**src/rtl/cr_ram_rd_arbiter.sv**
```systemverilog
// Round-robin arbiter sharing one fixed-latency RAM read port between two requesters.
// Each requester has a credit counter and an FWFT response FIFO for routing read data back.

module cr_ram_rd_fifo #(
   parameter int DW    = 16,
   parameter int DEPTH = 4
) (
   input  logic          clk,
   input  logic          rst,
   input  logic          i_wr,
   input  logic [DW-1:0] i_wdat,
   input  logic          i_rd,
   output logic [DW-1:0] o_rdat,
   output logic          o_empty,
   output logic          o_full
);
   localparam int PW = $clog2(DEPTH);

   logic [DW-1:0] r_mem [DEPTH];
   logic [PW:0]   r_wptr;
   logic [PW:0]   r_rptr;
   logic          w_do_wr;
   logic          w_do_rd;

   assign o_empty = (r_wptr == r_rptr);
   assign o_full  = (r_wptr[PW] != r_rptr[PW]) && (r_wptr[PW-1:0] == r_rptr[PW-1:0]);
   assign w_do_wr = i_wr & ~o_full;
   assign w_do_rd = i_rd & ~o_empty;
   // Head entry is shown directly (first-word fall-through); zero when empty.
   assign o_rdat  = o_empty ? '0 : r_mem[r_rptr[PW-1:0]];

   always_ff @(posedge clk or posedge rst) begin
      if (rst) begin
         r_wptr <= '0;
         r_rptr <= '0;
      end else begin
         if (w_do_wr) r_wptr <= r_wptr + (PW+1)'(1);
         if (w_do_rd) r_rptr <= r_rptr + (PW+1)'(1);
      end
   end

   always_ff @(posedge clk) begin
      if (w_do_wr) r_mem[r_wptr[PW-1:0]] <= i_wdat;
   end
endmodule

module cr_ram_rd_arbiter #(
   parameter int AW         = 8,
   parameter int DW         = 16,
   parameter int RD_LATENCY = 2,
   parameter int FIFO_DEPTH = 4,
   localparam int CRD_W     = $clog2(FIFO_DEPTH+1)
) (
   input  logic             clk,
   input  logic             reset_p,
   input  logic [AW-1:0]    req0_tdata,
   input  logic             req0_tvalid,
   output logic             req0_tready,
   input  logic [AW-1:0]    req1_tdata,
   input  logic             req1_tvalid,
   output logic             req1_tready,
   output logic [AW-1:0]    ram_addr,
   output logic             ram_read,
   input  logic [DW-1:0]    ram_data,
   input  logic             ram_valid,
   output logic [DW-1:0]    rsp0_tdata,
   output logic             rsp0_tvalid,
   input  logic             rsp0_tready,
   output logic [DW-1:0]    rsp1_tdata,
   output logic             rsp1_tvalid,
   input  logic             rsp1_tready,
   output logic [CRD_W-1:0] crd0_cnt,
   output logic [CRD_W-1:0] crd1_cnt,
   output logic             err
);
   localparam logic [CRD_W-1:0] CRD_MAX = CRD_W'(FIFO_DEPTH);

   logic [CRD_W-1:0]      r_crd0;
   logic [CRD_W-1:0]      r_crd1;
   logic                  r_rr_last;
   logic                  r_err;
   logic [RD_LATENCY-1:0] r_tag_vld;
   logic [RD_LATENCY-1:0] r_tag_id;

   logic w_elig0, w_elig1, w_grant0, w_grant1;
   logic w_pop0, w_pop1, w_wr0, w_wr1;
   logic w_full0, w_full1, w_empty0, w_empty1;
   logic w_tag_vld, w_tag_id, w_err_evt;

   // Grants are held off during reset so every non-credit output reads zero.
   assign w_elig0  = ~reset_p & req0_tvalid & (r_crd0 != '0);
   assign w_elig1  = ~reset_p & req1_tvalid & (r_crd1 != '0);
   assign w_grant0 = w_elig0 & (~w_elig1 | r_rr_last);
   assign w_grant1 = w_elig1 & (~w_elig0 | ~r_rr_last);

   assign req0_tready = w_grant0;
   assign req1_tready = w_grant1;
   assign ram_read    = w_grant0 | w_grant1;
   assign ram_addr    = w_grant0 ? req0_tdata : (w_grant1 ? req1_tdata : '0);

   assign w_tag_vld = r_tag_vld[RD_LATENCY-1];
   assign w_tag_id  = r_tag_id[RD_LATENCY-1];
   assign w_wr0     = ram_valid & w_tag_vld & ~w_tag_id;
   assign w_wr1     = ram_valid & w_tag_vld &  w_tag_id;

   assign rsp0_tvalid = ~w_empty0;
   assign rsp1_tvalid = ~w_empty1;
   assign w_pop0      = rsp0_tvalid & rsp0_tready;
   assign w_pop1      = rsp1_tvalid & rsp1_tready;

   assign crd0_cnt = r_crd0;
   assign crd1_cnt = r_crd1;
   assign err      = r_err;

   assign w_err_evt = (ram_valid ^ w_tag_vld)
                    | (w_wr0 & w_full0) | (w_wr1 & w_full1)
                    | (w_pop0 & ~w_grant0 & (r_crd0 == CRD_MAX))
                    | (w_pop1 & ~w_grant1 & (r_crd1 == CRD_MAX));

   cr_ram_rd_fifo #(.DW(DW), .DEPTH(FIFO_DEPTH)) u_fifo0 (
      .clk    (clk),
      .rst    (reset_p),
      .i_wr   (w_wr0),
      .i_wdat (ram_data),
      .i_rd   (w_pop0),
      .o_rdat (rsp0_tdata),
      .o_empty(w_empty0),
      .o_full (w_full0)
   );

   cr_ram_rd_fifo #(.DW(DW), .DEPTH(FIFO_DEPTH)) u_fifo1 (
      .clk    (clk),
      .rst    (reset_p),
      .i_wr   (w_wr1),
      .i_wdat (ram_data),
      .i_rd   (w_pop1),
      .o_rdat (rsp1_tdata),
      .o_empty(w_empty1),
      .o_full (w_full1)
   );

   always_ff @(posedge clk or posedge reset_p) begin
      if (reset_p) begin
         r_crd0    <= CRD_MAX;
         r_crd1    <= CRD_MAX;
         r_rr_last <= 1'b1;
         r_err     <= 1'b0;
         r_tag_vld <= '0;
         r_tag_id  <= '0;
      end else begin
         r_tag_vld[0] <= ram_read;
         r_tag_id[0]  <= w_grant1;
         for (int i = 1; i < RD_LATENCY; i++) begin
            r_tag_vld[i] <= r_tag_vld[i-1];
            r_tag_id[i]  <= r_tag_id[i-1];
         end

         if (w_grant0)      r_rr_last <= 1'b0;
         else if (w_grant1) r_rr_last <= 1'b1;

         // Saturate at FIFO_DEPTH; an over-return is flagged through err instead.
         if (w_grant0 & ~w_pop0)                              r_crd0 <= r_crd0 - CRD_W'(1);
         else if (w_pop0 & ~w_grant0 & (r_crd0 != CRD_MAX))   r_crd0 <= r_crd0 + CRD_W'(1);
         if (w_grant1 & ~w_pop1)                              r_crd1 <= r_crd1 - CRD_W'(1);
         else if (w_pop1 & ~w_grant1 & (r_crd1 != CRD_MAX))   r_crd1 <= r_crd1 + CRD_W'(1);

         if (w_err_evt) r_err <= 1'b1;
      end
   end
endmodule

```
**config.mk**
```make
export PLATFORM = sky130hd
export DESIGN_NAME = cr_ram_rd_arbiter
export DESIGN_NICKNAME = d
export VERILOG_FILES = /design/src/rtl/cr_ram_rd_arbiter.sv
export SDC_FILE = /design/constraint.sdc
export NUM_CORES = 1
export LEC_CHECK = 0
export CAP_MARGIN = 15
export CELL_PAD_IN_SITES_DETAIL_PLACEMENT = 2
export CELL_PAD_IN_SITES_GLOBAL_PLACEMENT = 2
export CORE_AREA = 2 2 104 181
export CTS_CLUSTER_DIAMETER = 30
export DETAILED_ROUTE_END_ITERATION = 7
export DIE_AREA = 0 0 106 183
export PLACE_DENSITY = 0.78
export SYNTH_ARGS = -nofsm -noshare
export SYNTH_HDL_FRONTEND = slang
export SYNTH_SLANG_ARGS = --single-unit
```
**constraint.sdc**
```tcl
create_clock -name clk -period 2.6 [get_ports clk]
set_input_delay 0.26 -clock clk [delete_from_list [all_inputs] [get_ports clk]]
set_output_delay 0.26 -clock clk [all_outputs]
set_load 0.01 [all_outputs]
```
==> impl_results.md <==
* Status: complete, no violations
* Cell types occupying the most area after synthesis: edfxtp_1, mux4_2, dfrtp_1, ha_1, nor2b_1
* Die outline height at 183 µm
* Overall die area at 0.0194 mm²
* Most frequent cell after synthesis: edfxtp_1
* PnR worst setup slack at 0.0612 ns
* Pre-antenna DRT Iters at 4
* Count of unique library cells instantiated by Yosys at 38
* Max FO, Critical Path at 8
* Slew of the pin with the lowest slew margin at 1.00 ns
* Critical path data arrival time at 2.28 ns
* Class of the most critical hold timing path: in -> async
* Hold Buf Count CTS at 0
* Max-cap violations at 0
* Avg Synthesized Cell Area at 18.7 µm²
* Cell count after synthesis at 338
* Largest net degree at the start of global routing at 25
* Static Leakage at 3.04 nW
* Worst-case hold slack at 0.335 ns
* Fraction of post-synthesis cell area in the top cell type by area at 60.8%
* Final critical delay including setup and external delays at 2.54 ns
* Areal power density over the cells at 1200 mW/mm²
* Worst path slowest cell: dfrtp_2
* Synth warnings at 0
* H-Tree Level Count at 4
* Number of antenna violations at the first check in global routing at 0
* Mapped Nets at 390
* Terminus of the critical flop-to-flop path: crd1_cnt[2]
* Setup total negative slack at 0 ns
* Post-Synthesis Cell Area at 0.00632 mm²
* Final worst-path cycle share at 97.6%
* Worst reg-to-reg path cell count at 8
* Last element of the critical path: rsp1_tdata[2]
* Die width at 106 µm
* # nets final at 509
* Number of buffers on the longest clock path at 2
* Area growth syn-to-layout at 33.2%
* Detailed-route DRC error count at 0
* CP peak stage delay at 0.50 ns
* Wire length of the first global-routing pass at 25400 µm
* Seq cells post-synth at 152
* Global routing usage summed across all routing layers at 18.1%
* Primary FF master, synth: edfxtp_1
* Core region area at 0.0180 mm²
* Max-Slew Margin vs Limit at 33.3%
* Layout cell share with drive strength beyond 1 at 24.7%
* Aggregate global routing overflow at 0
* Dominant cell type by area after synthesis: edfxtp_1
* Final GP Congestion at 0.706
* Number of primary I/O pins at 91
* Worst R2R Start: crd0_cnt[0]
* Maximum clock frequency at 394 MHz
* Routed len/inst at 23.9 µm
* Starting density of the core at 35.2%
* Vias in the first global route at 4165
* Ys async rst share at 15.8%
* Req. time, crit path at 2.34 ns
* Family with the most delay on the worst path: buffers and inverters
* Via count of the routed design at 3482
* Number of antenna diodes at 0
* TritonCTS clock tree: built
* Startpoint type of the worst setup path: flip-flop
* Final-report hold violation count at 0
* Number of slew-limit violations in the final report at 0
* Number of stages on the worst setup path at 4
* Maximum VDD drop at 0.582 mV
* Number of vias per cell at 4.95
* Number of flops mapped to enable cells by yosys at 128
* Critical path class: reg -> out
* Instance area at placement at 0.00754 mm²
* TritonCTS Sinks at 152
* Top cells by count, synth: edfxtp_1, mux4_2, dfrtp_1
* Inserted Clock Buffers at 17
* Crit-path cells: clkbuf_16, mux4_2, nor2b_1, clkdlybuf4s50_1
* Crit. End Element: output pin
* DRT iter0 DRCs at 166
* Pwr Total at 0.0101 W
* Worst setup timing slack at the placement stage at -0.0323 ns
* Final worst clock skew at 0.00797 ns
* Detailed Place HPWL at 10900 µm
* CTS clock-pin slew for the worst setup and hold paths at 0.06 ns
* Non-Filler Cell Area, Final at 0.00842 mm²
* Critical path startpoint: u_fifo1.r_rptr[0]
* Final antenna-violating net count at 0
* Clk_lat worst skew at 0.42 ns
* Number of rows created at floorplan at 65
* Setup slack on the worst flop-to-flop path at 0.13 ns
* Total setup violations reported at the end of the flow at 0
* Detailed-route wire length at 16800 µm
* Cell chosen for the clock root: clkbuf_16
* Port Buf Inserts at 90
* Critical path buffers and inverters at 2
* Share of synthesized area occupied by flip-flops and latches at 70.4%
[power breakdown]
| group | internal, W | total [W] | switching, W |
|---|---|---|---|
| Combinational | 0.00230 | 0.00427 | 0.00197 |
| Clock | 0.00152 | 0.00253 | 0.00102 |
| Sequential | 0.00297 | 0.00329 | 0.000324 |
| Total | 0.00678 | 0.0101 | 0.00331 |
[registers in the layout (all words and copies together), names as in the netlist]
signal          cells
r_tag_id            2
crd0_cnt            3
u_fifo1.r_wptr      3
err                 1
u_fifo0.r_wptr      3
u_fifo1.r_rptr      3
u_fifo0.r_rptr      3
r_tag_vld           2
r_rr_last           1
u_fifo1.r_mem      64
u_fifo0.r_mem      64
crd1_cnt            3
[cell type report]
type / count / area, µm²
clock buffer: 18 / 429
clock inverter: 14 / 173
fill: 1654 / 9560
inverter: 11 / 41.3
multi-input combinational: 161 / 1870
sequential: 152 / 4450
tap: 234 / 293
timing repair buffer: 114 / 1150
[worst min-delay path, stage by stage]
cell and delay [ns]:
clkdlybuf4s50_1 0.48, inv_1 0.09, buf_4 0.32
[layer usage]
layer	routed length [µm]	track usage, %	vias up
met5	0	0	-
met4	210	5.11	0
met1	6170	18.8	1839
met3	542	4.12	15
li1	-	-	1532
met2	9870	35.7	96
[how the worst min path moves through the flow]
stage,cells after the start,to,from
floorplan,1,crd0_cnt[0],reset_p
global placement,0,r_tag_id[1],r_tag_id[0]
detailed placement,0,r_tag_id[1],r_tag_id[0]
CTS,3,crd1_cnt[1],reset_p
global route,0,r_tag_vld[1],r_tag_vld[0]
finish,3,crd1_cnt[1],reset_p
[cells by family (layout without fill, tap and decap cells)]
family | count (synthesis) | after routing | share of synthesized area [%]
compound gates | 20 | 20 | 2.79
xor+xnor | 20 | 20 | 2.77
fa+ha+maj | 13 | 13 | 2.81
buf+inv | 25 | 157 | 1.96
flops | 152 | 152 | 70.4
mux | 37 | 37 | 12.2
simple gates | 71 | 71 | 7.05
[cells in the final DEF, fill, tap and decap left out, drive strengths merged, types with 2 or more instances in the layout]
cell type      Yosys  final
edfxtp           128    128
mux2               2      2
mux2i              3      3
o31ai              3      3
xor2              10     10
nand2b             2      2
clkinvlp           0      3
nor3               4      4
and2               8      8
and2b             13     13
clkinv             0      5
ha                11     11
clkbuf             4     20
and3b              2      2
nand3              6      6
dlymetal6s2s       0      7
o21ai              6      6
bufinv             0      3
dfstp              3      3
dfrtp             21     21
inv               11     14
fa                 2      2
mux4              32     32
dlygate4sd2        0      9
nor2b             20     20
a22o               8      8
or3                3      3
clkdlybuf4s50      0     74
xnor2             10     10
buf               10     22
nand2              8      8
or3b               3      3
[stage by stage]
| step | std cells | util [%] |
|---|---|---|
| final | 704 | 46.8 |
| after global routing | 704 | 46.8 |
| after CTS | 699 | 46.0 |
| after detailed placement | 661 | 41.9 |
| after global placement | 661 | 41.9 |
| after floorplan | 338 | - |
[timing repair]
action | CTS | global route
cloned | 0 | 2
pin swaps | 3 | 3
buffers inserted | 6 | 3
endpoints found under the setup margin | 123 | 51
gates resized for setup | 29 | 19
Power figures use the tool's default switching activity.
